<file path="config.mk">
export PLATFORM = sky130hd
export DESIGN_NAME = timeout_display
export DESIGN_NICKNAME = d
export VERILOG_FILES = /design/src/rtl/timeout_display.sv
export SDC_FILE = /design/constraint.sdc
export NUM_CORES = 1
export LEC_CHECK = 0
export ABC_AREA = 0
export CORE_MARGIN = 5
export CORE_UTILIZATION = 50
export CTS_BUF_LIST = sky130_fd_sc_hd__clkbuf_16
export DETAILED_ROUTE_END_ITERATION = 12
export GPL_TIMING_DRIVEN = 0
export PLACE_DENSITY_LB_ADDON = 0.12
export SYNTH_ARGS = -nofsm -noshare
export SYNTH_HDL_FRONTEND = slang
export SYNTH_SLANG_ARGS = --single-unit
</file>
<file path="constraint.sdc">
create_clock -name clk -period 2.55 [get_ports clk]
set_clock_uncertainty 0.2 [all_clocks]
set_input_delay 0.51 -clock clk [delete_from_list [all_inputs] [get_ports clk]]
set_output_delay 0.51 -clock clk [all_outputs]
set_load 0.03 [all_outputs]
</file>
<file path="src/rtl/timeout_display.sv">
// Display side of the stopwatch timeout path: captures the elapsed count on a
// sign_enable rising edge, converts it to BCD serially, then scans it onto a
// multiplexed active-low 7-segment display with leading-zero blanking.
module timeout_display #(
    parameter int COUNT_WIDTH = 32,
    parameter int NUM_DIGITS  = 4,
    parameter int REFRESH_DIV = 50000
) (
    input  logic                   clk,
    input  logic                   reset,
    input  logic                   sign_enable,
    input  logic [COUNT_WIDTH-1:0] sign_timeout,
    output logic [6:0]             seg,
    output logic [NUM_DIGITS-1:0]  an,
    output logic                   busy,
    output logic                   overflow
);

    localparam int BCD_W = 4 * NUM_DIGITS;
    localparam int CNT_W = (COUNT_WIDTH > 1) ? $clog2(COUNT_WIDTH) : 1;
    localparam int PRE_W = (REFRESH_DIV > 1) ? $clog2(REFRESH_DIV) : 1;
    localparam int IDX_W = (NUM_DIGITS > 1) ? $clog2(NUM_DIGITS) : 1;
    localparam logic [COUNT_WIDTH-1:0] MAX_VAL    = COUNT_WIDTH'(10 ** NUM_DIGITS - 1);
    localparam logic [CNT_W-1:0]       LAST_SHIFT = CNT_W'(COUNT_WIDTH - 1);
    localparam logic [PRE_W-1:0]       LAST_PRE   = PRE_W'(REFRESH_DIV - 1);
    localparam logic [IDX_W-1:0]       LAST_IDX   = IDX_W'(NUM_DIGITS - 1);

    typedef enum logic [1:0] {
        BLANK   = 2'd0,
        CONVERT = 2'd1,
        SHOW    = 2'd2
    } state_t;

    state_t                 state;
    logic                   en_d;
    logic [COUNT_WIDTH-1:0] bin;
    logic [BCD_W-1:0]       bcd;
    logic [BCD_W-1:0]       digits;
    logic [CNT_W-1:0]       shift_cnt;
    logic [PRE_W-1:0]       prescaler;
    logic [IDX_W-1:0]       scan_idx;

    logic                   capture;
    logic                   over;
    logic [BCD_W-1:0]       bcd_adj;
    logic [BCD_W-1:0]       bcd_shift;
    logic [COUNT_WIDTH-1:0] bin_shift;
    logic [NUM_DIGITS-1:0]  shown;
    logic                   nz;
    logic [3:0]             cur_digit;

    function automatic logic [3:0] add3(input logic [3:0] nib);
        if (nib >= 4'd5) begin
            return nib + 4'd3;
        end else begin
            return nib;
        end
    endfunction

    // gfedcba, active-low
    function automatic logic [6:0] seg_code(input logic [3:0] d);
        case (d)
            4'd0:    return 7'h40;
            4'd1:    return 7'h79;
            4'd2:    return 7'h24;
            4'd3:    return 7'h30;
            4'd4:    return 7'h19;
            4'd5:    return 7'h12;
            4'd6:    return 7'h02;
            4'd7:    return 7'h78;
            4'd8:    return 7'h00;
            4'd9:    return 7'h10;
            default: return 7'h7F;
        endcase
    endfunction

    assign capture   = sign_enable & ~en_d;
    assign over      = (sign_timeout > MAX_VAL);
    assign cur_digit = digits[{scan_idx, 2'b00} +: 4];

    // One double-dabble step: add 3 to every nibble >= 5, then shift the pair left.
    always_comb begin
        bcd_adj = bcd;
        for (int i = 0; i < NUM_DIGITS; i++) begin
            bcd_adj[4*i +: 4] = add3(bcd[4*i +: 4]);
        end
        bcd_shift = {bcd_adj[BCD_W-2:0], bin[COUNT_WIDTH-1]};
        bin_shift = {bin[COUNT_WIDTH-2:0], 1'b0};
    end

    // A digit is lit if it or any more significant digit is nonzero; digit 0 always lit.
    always_comb begin
        shown = '0;
        nz    = 1'b0;
        for (int i = NUM_DIGITS - 1; i >= 0; i--) begin
            nz       = nz | (digits[4*i +: 4] != 4'd0);
            shown[i] = nz | (i == 0);
        end
    end

    // Control FSM, conversion datapath, scan timing and registered display outputs.
    always_ff @(posedge clk) begin
        if (reset) begin
            state     <= BLANK;
            en_d      <= 1'b0;
            bin       <= '0;
            bcd       <= '0;
            digits    <= '0;
            shift_cnt <= '0;
            prescaler <= '0;
            scan_idx  <= '0;
            seg       <= 7'h7F;
            an        <= '1;
            busy      <= 1'b0;
            overflow  <= 1'b0;
        end else begin
            en_d <= sign_enable;

            if (prescaler == LAST_PRE) begin
                prescaler <= '0;
                scan_idx  <= (scan_idx == LAST_IDX) ? '0 : scan_idx + IDX_W'(1);
            end else begin
                prescaler <= prescaler + PRE_W'(1);
            end

            case (state)
                BLANK: begin
                    seg  <= 7'h7F;
                    an   <= '1;
                    busy <= 1'b0;
                    if (capture) begin
                        state     <= CONVERT;
                        busy      <= 1'b1;
                        shift_cnt <= '0;
                        bcd       <= '0;
                        bin       <= over ? MAX_VAL : sign_timeout;
                        overflow  <= over;
                    end
                end
                CONVERT: begin
                    seg <= 7'h7F;
                    an  <= '1;
                    if (!sign_enable) begin
                        state <= BLANK;
                        busy  <= 1'b0;
                    end else begin
                        bin <= bin_shift;
                        bcd <= bcd_shift;
                        if (shift_cnt == LAST_SHIFT) begin
                            digits <= bcd_shift;
                            state  <= SHOW;
                            busy   <= 1'b0;
                        end else begin
                            shift_cnt <= shift_cnt + CNT_W'(1);
                        end
                    end
                end
                SHOW: begin
                    an  <= ~({{(NUM_DIGITS-1){1'b0}}, 1'b1} << scan_idx);
                    seg <= shown[scan_idx] ? seg_code(cur_digit) : 7'h7F;
                    if (!sign_enable) begin
                        state <= BLANK;
                    end else if (capture) begin
                        state     <= CONVERT;
                        busy      <= 1'b1;
                        shift_cnt <= '0;
                        bcd       <= '0;
                        bin       <= over ? MAX_VAL : sign_timeout;
                        overflow  <= over;
                    end else begin
                        state <= SHOW;
                    end
                end
                default: begin
                    state <= BLANK;
                    seg   <= 7'h7F;
                    an    <= '1;
                    busy  <= 1'b0;
                end
            endcase
        end
    end

endmodule
</file>
Word level (Yosys, flattened, before mapping)
Memory sizes are Yosys's and may differ from the RTL's. A register that Yosys moved wholly into a read port is not among the register bits.
Cells that the tools add are included.
- reductions and logical operators: 15
- multiplexer cells: 36
- shift-type cells: 2
- add/subtract/negate cells: 7
- equality and inequality tests: 11
- bitwise logic cells: 7
- $lt $le $gt $ge: 6
- operators with widths (operator ; count):
    two-way mux 32 bit ; 4
    case mux 32 bit (3 select lines) ; 1
    two-way mux 16 bit ; 3
    case mux 16 bit (3 select lines) ; 1
    greater-than comparator 32 x 14 -> 1 bit (second input constant) ; 1
    two-way mux 5 bit ; 4
    adder 16 x 1 -> 16 bit (second input constant) ; 1
    == test 16 bit (second input constant) ; 1
    greater-or-equal comparator 4 x 3 -> 1 bit (second input constant) ; 4
    indexed part select 16 x 5 -> 4 bit ; 1
    case mux 5 bit (3 select lines) ; 1
    adder 4 x 2 -> 4 bit (second input constant) ; 3
    two-way mux 2 bit ; 6
    two-way mux 4 bit ; 3
    nonzero test 4 bit ; 3
    != test 2 bit (second input constant) ; 5
    AND reduction 3 bit ; 3
    two-way mux 1 bit ; 8
    case mux 2 bit (3 select lines) ; 1
    adder 5 x 1 -> 5 bit (second input constant) ; 1
    == test 5 bit (second input constant) ; 1
    == test 2 bit (second input constant) ; 2
    NOT 4 bit ; 1
    AND reduction 2 bit ; 2
    19 further kinds ; 23
- memories kept: 1
- bits in registers: 96
- input port bits: 35
- memory bits (read-only): 112
- memories (memory ; words ; width ; rd ports ; clocked after Yosys merged registers in ; wr ports ; line ; RTL):
    (no name shown) ; 16 ; 7 ; 1 ; 1 ; 0 ; 62 ; case (d)

Depth between registers and ports, before layout
Gate-level depths: netlist of run 1.
- depth after elaboration: 7
- mapped depth: 9
- gate-level depth less buffers: 7

Worst setup path after synthesis of run 1
OpenSTA, ideal clock, no wires.
- path kind: register to register
- start point: register shift_cnt[0]
- end point: register shift_cnt[0]
- clock period less this slack: 2056 ps
- library setup time: 65 ps
- data arrival time: 1791 ps
- cell stages (with the launch flop): 9
- buffers on the path: 1
- setup slack: 494 ps
- cell sequence: dfxtp_1 -> ha_1 -> and3_1 -> ha_1 -> clkbuf_1 -> or4b_2 -> nand2_1 -> a22oi_1 -> nor2_1
- word-level cells in the longest chain between the ends: 4
- ends and longest elaborated chain (element ; line ; RTL):
    start: declaration ; 39 ; logic [CNT_W-1:0] shift_cnt;
    start signal: assignment ; 154 ; shift_cnt <= shift_cnt + CNT_W'(1);
    adder 5 x 1 -> 5 bit ; 154 ;
    two-way mux 5 bit ; 149 ; if (shift_cnt == LAST_SHIFT) begin
    two-way mux 5 bit ; 143 ; if (!sign_enable) begin
    case mux 5 bit (3 select lines) ; 126 ; case (state)
Parallel ways exist; a longest one is shown, timed or not. The select of a mux whose other input is x is not followed.
A chain may end at the register's enable or synchronous reset.

Worst setup path in the final report of run 1
- start point: input sign_timeout[6]
- end point: register bin[9]
- word-level cells in the longest chain between the ends: 5
- ends and longest elaborated chain (element ; line ; RTL):
    start: declaration ; 12 ; input logic [COUNT_WIDTH-1:0] sign_timeout,
    greater-than comparator 32 x 14 -> 1 bit (*) ; 78 ; assign over = (sign_timeout > MAX_VAL);
    two-way mux 32 bit (*) ; 136, 168 ;
    two-way mux 32 bit (*) ; 131, 163 ;
    two-way mux 32 bit ; 161 ; if (!sign_enable) begin
    case mux 32 bit (3 select lines) (*) ; 126 ;
    end signal: assignment ; 136 ; bin <= over ? MAX_VAL : sign_timeout;
    end signal: assignment ; 147 ; bin <= bin_shift;
    end signal: assignment ; 168 ; bin <= over ? MAX_VAL : sign_timeout;
    end: declaration ; 36 ; logic [COUNT_WIDTH-1:0] bin;
Every way passes the cells marked *; elsewhere a longest branch is shown, timed or not. The select of a mux whose other input is x is not followed.

==> results of run 1 <==
## cell type report
| type | count | area (um^2) |
|---|---|---|
| Buffer | 32 | 136.4 |
| Clock buffer | 9 | 225.2 |
| Clock inverter | 5 | 123.9 |
| Fill cell | 831 | 3551 |
| Inverter | 22 | 82.58 |
| Multi-Input combinational cell | 394 | 2406 |
| Sequential cell | 103 | 2062 |
| Tap cell | 111 | 138.9 |
| Timing Repair Buffer | 47 | 470.5 |
## cell families after synthesis
family                     share of synthesized area [%]
and+or+nand+nor                                    23.71
xor gates and xnor gates                           3.921
DFF                                                43.96
AOI/OAI and AO/OA                                  14.94
buffers and inverters                              4.748
adders and majority gates                          5.335
muxes                                              3.388
## cells in the mapped netlist, types with 3 or more instances
library cell	count	area (um^2)
nor4_1	11	68.82
nor2b_1	3	18.77
and2_1	3	18.77
nand4_1	6	37.54
nand2_1	62	232.7
a211oi_1	10	75.07
nor2_1	58	217.7
mux4_2	3	67.56
or3_1	3	18.77
xor2_1	7	61.31
and3_1	5	31.28
nand3_1	36	180.2
buf_2	10	50.05
mux2i_1	8	80.08
inv_1	22	82.58
nor3_1	15	75.07
a221oi_1	8	70.07
clkbuf_1	19	71.32
buf_1	3	11.26
a22oi_1	11	82.58
a21oi_1	51	255.2
nor3b_1	7	52.55
nand2b_1	6	37.54
ha_1	20	250.2
dfxtp_1	103	2062
xnor2_1	14	122.6
o21ai_0	23	115.1
a2bb2oi_1	3	26.28
## power groups by stage
stage	logic (uW)	registers, uW	clock network (uW)
2_1_floorplan	119	1690	0
3_3_place_gp	225	1690	0
3_5_place_dp	229	1690	0
4_1_cts	231	1650	1640
5_1_grt	254	1650	1710
6_report	231	1650	1610
## per-layer routing
metal / up-vias / wire (um) / track usage, %
met2: 71 / 5486 / 35.52
met5: - / 0 / 0
li1: 2038 / - / -
met1: 1904 / 4786 / 24.47
met4: 0 / 190 / 7.489
met3: 18 / 468 / 4.395
## worst reg2reg max path: cells and delay by family (launching register included)
kind            cells  cell delay (ns)
buf+inv             2             0.50
fa+ha+maj           2             0.50
compound gates      1             0.13
flops               1             0.42
simple gates        3             0.44
## how the worst min path moves through the flow
stage	startpoint	end
after floorplan	prescaler[0]$_SDFF_PP0_	prescaler[0]$_SDFF_PP0_
after global placement	bin[23]$_SDFFE_PP0P_	bin[23]$_SDFFE_PP0P_
after detailed placement	bin[29]$_SDFFE_PP0P_	bin[29]$_SDFFE_PP0P_
after CTS	bin[28]$_SDFFE_PP0P_	bin[28]$_SDFFE_PP0P_
after global routing	bin[24]$_SDFFE_PP0P_	bin[24]$_SDFFE_PP0P_
final	bin[29]$_SDFFE_PP0P_	bin[29]$_SDFFE_PP0P_
## metrics by stage
step | setup slack [ns] | util [%] | cells | power [uW]
finish | 0.1229 | 61.39 | 723 | 3491
floorplan | 0.4938 | - | 552 | 1806
global placement | -0.2219 | 57.63 | 710 | 1911
detailed placement | -0.2096 | 57.63 | 710 | 1915
global route | 0.03986 | 61.39 | 723 | 3611
CTS | 0.1476 | 61.43 | 724 | 3525
## state kept, by name, summed over array words and instances, names as in the netlist
| register | flops |
|---|---|
| en_d | 1 |
| digits | 16 |
| an | 4 |
| bcd | 16 |
| overflow | 1 |
| seg | 7 |
| shift_cnt | 5 |
| state | 2 |
| busy | 1 |
| scan_idx | 2 |
| bin | 32 |
| prescaler | 16 |
==> run metrics, run 1 <==
Setup Buffers After CTS 0; Worst-Skew Late Latency about 0.35 ns; Yosys cell types 46; RD Place Congestion 0.8798; Global Route Usage Sum 20.32%; sequential share of the synthesized area around 44%; Fin. Hold Viols 0; Critical Path AT 2.43 ns; drt first pass iters 5; Critical Path End bin[9]$_SDFFE_PP0P_; Slew @ Worst Pin 0.7124 ns; most common cell after layout, fill and taps aside dfxtp_1; leakage power 0.001984 uW; worst hold path type register to register; Port Buffers 47; setup TNS 0 ns; fin nets about 660; crit path from sign_timeout[6]; sequential power share a little under half; number of remaining DRC errors 0; Hold Buf Count CTS 0; Die ar. around 11000 um^2; Post-synth EDFFs 0; RSZ-0062 raised after global routing false; # rows 35; H-tree Lvls 3; Starting Density about 50%; Worst Reg-to-Reg Cells 8; Core ar. slightly above 9000 um^2; design area 5645 um^2; share of cells above drive strength 1 approximately 6.0%; r2r setup slk ~0.30 ns; vias per std cell between 5 and 6; crit-path cells clkdlybuf4s50_1 -> nor4_1 -> o21ai_1 -> nor4_2 -> and2_1 -> buf_2 -> a221oi_1; CP Launch Type input port; # setup viols final 0; FFs w/ async S/R, synth 0%; grt ovf 0; Clock Power Share a little under half; Combinational Power Share ~6.6%; Ports between 40 and 50; Max Clk Rate 0.4120 GHz; die width approximately 110 um; Synth Area per Inst approximately 8.5 um^2; first-pass GRT wire length roughly 19000 um; Slew headroom between 50% and 60%; WHS 0.2516 ns; initial antenna violation count 0; post-route minimum period approximately 2.4 ns; critical path's top delay family simple AND/OR/NAND/NOR gates; post-CTS sizing 0; ant diodes 0; Cells on Worst Hold Path 2; DR WL/cell 15.12 um; syn nets about 610; worst r2r dst digits[13]$_SDFFE_PP0P_; reg2reg start shift_cnt[0]$_SDFFE_PP0P_; Reg clk slew, reported paths ~0.060 ns; post-route ant nets 0; Net Switching 715.5 uW; Int Pwr between 2000 and 3000 uW; Detail Placement HPWL about 7900 um; Syn Inst Count 552; clk root buf clkbuf_16; chip height about 110 um; largest net degree at the start of global routing 16; CTS buffer count 9; worst path bufs/invs 2; final period utilization a little over nine tenths; Power Density roughly 620 nW/um^2; WP depth 7; Sw Share between 20 and 25%; drt total wl 10930 um; status completed; vias in the first global route 4133; predominant post-synthesis flop cell dfxtp_1; Iteration-0 DRC Markers between 100 and 150; area grow syn2layout 20.35%; Synth warnings 0; slowest CP cell nor4_2; clock tree buffer depth 2; crit end category register; CTS tree built; Max Cap Viol 0; Yosys reg bits 103; CP required between 2 and 3 ns; Crit Path Max Fanout 7; CP max stage delay ~0.52 ns; Mapped Area between 4000 and 5000 um^2; Worst Path Class, Setup input port to register; placed cell area between 5000 and 6000 um^2; Max Slew Vio Count 0; most frequent cells in the layout 103 x dfxtp_1, 62 x nand2_1, 58 x nor2_1; # clock sinks roughly 100; Via Count between 4000 and 5000; Peak VDD IR 0.3381 mV
(Power assumes the default switching activity.)
==> run 2: changes to the inputs <==
--- a/config.mk
+++ b/config.mk
@@ -7,11 +7,13 @@
 export LEC_CHECK = 0
 export ABC_AREA = 0
 export CORE_MARGIN = 5
-export CORE_UTILIZATION = 50
+export CORE_UTILIZATION = 39
 export CTS_BUF_LIST = sky130_fd_sc_hd__clkbuf_16
 export DETAILED_ROUTE_END_ITERATION = 12
 export GPL_TIMING_DRIVEN = 0
+export MAX_ROUTING_LAYER = met4
 export PLACE_DENSITY_LB_ADDON = 0.12
 export SYNTH_ARGS = -nofsm -noshare
 export SYNTH_HDL_FRONTEND = slang
 export SYNTH_SLANG_ARGS = --single-unit
+export TNS_END_PERCENT = 50
==> run metrics, run 2 (synthesis gave the netlist of run 1 again) <==
Crit Path Max Fanout 7; Core ar. 11910 um^2; Critical Path End bin[2]$_SDFFE_PP0P_; Fin. Hold Viols 0; reg2reg start shift_cnt[0]$_SDFFE_PP0P_; vias in the first global route 3880; die width ~120 um; vias per std cell approximately 5.3; Via Count 4022; Detail Placement HPWL between 8000 and 9000 um; Reg clk slew, reported paths 0.06 ns; WHS roughly 0.26 ns; number of remaining DRC errors 0; Global Route Usage Sum around 16%; Int Pwr 2468 uW; sequential power share between 50 and 60%; Power Density 566.1 nW/um^2; # rows 40; post-route ant nets 0; clock tree buffer depth 2; # setup viols final 0; largest net degree at the start of global routing 15; clk root buf clkbuf_16; RD Place Congestion roughly 0.8; crit path from sign_timeout[7]; setup TNS 0 ns; Combinational Power Share approximately 7.3%; Ports 48; r2r setup slk about 0.3 ns; most frequent cells in the layout 103 x dfxtp_1, 62 x nand2_1, 58 x nor2_1; share of cells above drive strength 1 between 5 and 6%; Worst Path Class, Setup input port to register; design area around 5600 um^2; first-pass GRT wire length between 15000 and 20000 um; Worst Reg-to-Reg Cells 8; Sw Share 22.40%; crit end category register; CP required 2.54 ns; Biggest register bin; RSZ-0062 raised after global routing false; status completed; min-delay src bin[29]$_SDFFE_PP0P_; Clock Power Share between 40% and 50%; Max Slew Vio Count 0; post-route minimum period between 2 and 2.5 ns; Max Cap Viol 0; max reg flops 32; chip height between 100 and 150 um; worst hold path type register to register; Port Buffers 47; Iteration-0 DRC Markers around 220; placed cell area 5345 um^2; leakage power 0.001952 uW; Starting Density approximately 40%; fin nets between 600 and 700; drt total wl ~11000 um; drt first pass iters 5; Hold Buf Count CTS 0; ant diodes 0; Net Switching ~700 uW; worst r2r dst digits[12]$_SDFFE_PP0P_; DR WL/cell 14.65 um; Total Power around 3200 uW; Peak VDD IR between 0.5 and 0.6 mV; CP Launch Type input port; CTS buffer count 9; Worst-Skew Late Latency between 0.3 and 0.4 ns; Slew @ Worst Pin 0.7122 ns; Slew headroom 52.15%; Die ar. between 10000 and 15000 um^2; Max Clk Rate about 0.42 GHz; area grow syn2layout 19.77%; CTS tree built; H-tree Lvls 3; # clock sinks roughly 100; final period utilization between 90% and 100%; initial antenna violation count 0; grt ovf 0; Critical Path AT about 2.4 ns; most common cell after layout, fill and taps aside dfxtp_1
[run 2: cell count changes in the layout (fill, tap and decap cells not counted), sizes merged]
cell	delta
bufinv	-3
clkinv	+1
inv	+1
[run 2: metal layers]
metal  vias to the layer above  part of all wire, %  track usage [%]
li1                       2043                    -                -
met1                      1905                   46            19.37
met2                        60                   49            27.82
met3                        14                  3.6            4.807
met4                         0                  1.4            3.794
met5                         -                    0                -
[run 2: worst max-delay path: stages]
cell and delay (ns):
clkdlybuf4s50_1 0.45, nor4_1 0.32, o21ai_1 0.19, nor4_4 0.44, and2_1 0.18, buf_2 0.18, a221oi_1 0.10
[run 2: timing repair]
item / in CTS / in global routing
endpoints found under the hold margin: 0 / 0
setup buffers: 0 / 0
gates resized for setup: 0 / 1
setup endpoints to repair: 0 / 14
[run 2: worst min path at each step]
stage	endpoint	cells after the start
detailed placement	bin[29]$_SDFFE_PP0P_	2
finish	bin[29]$_SDFFE_PP0P_	2
CTS	bin[29]$_SDFFE_PP0P_	2
global placement	bin[23]$_SDFFE_PP0P_	2
floorplan	prescaler[0]$_SDFF_PP0_	1
global route	bin[24]$_SDFFE_PP0P_	2
[run 2: cell type report]
cell class | count | area (um^2)
inverters | 22 | 82.58
fillers | 1178 | 6294
well taps | 147 | 183.9
clock buffers | 9 | 225.2
flip-flops and latches | 103 | 2062
plain buffers | 32 | 136.4
multi-input cells | 394 | 2415
clock inverters | 4 | 42.54
repair buffers | 47 | 470.5
[run 2: power by group through the flow]
stage | Sequential, uW | Clock [uW] | Combinational, uW
final | 1650 | 1300 | 232
after detailed placement | 1690 | 0 | 233
after global routing | 1650 | 1410 | 256
after global placement | 1690 | 0 | 229
after floorplan | 1690 | 0 | 119
after CTS | 1650 | 1330 | 234
[run 2: metrics by stage]
step / std cells / util, % / setup WS, ns
after floorplan: 552 / - / 0.4938
after global placement: 746 / 44.87 / -0.2885
after detailed placement: 746 / 44.87 / -0.3171
after CTS: 759 / 47.12 / 0.05011
after global routing: 758 / 47.16 / 0.01652
final: 758 / 47.16 / 0.1658
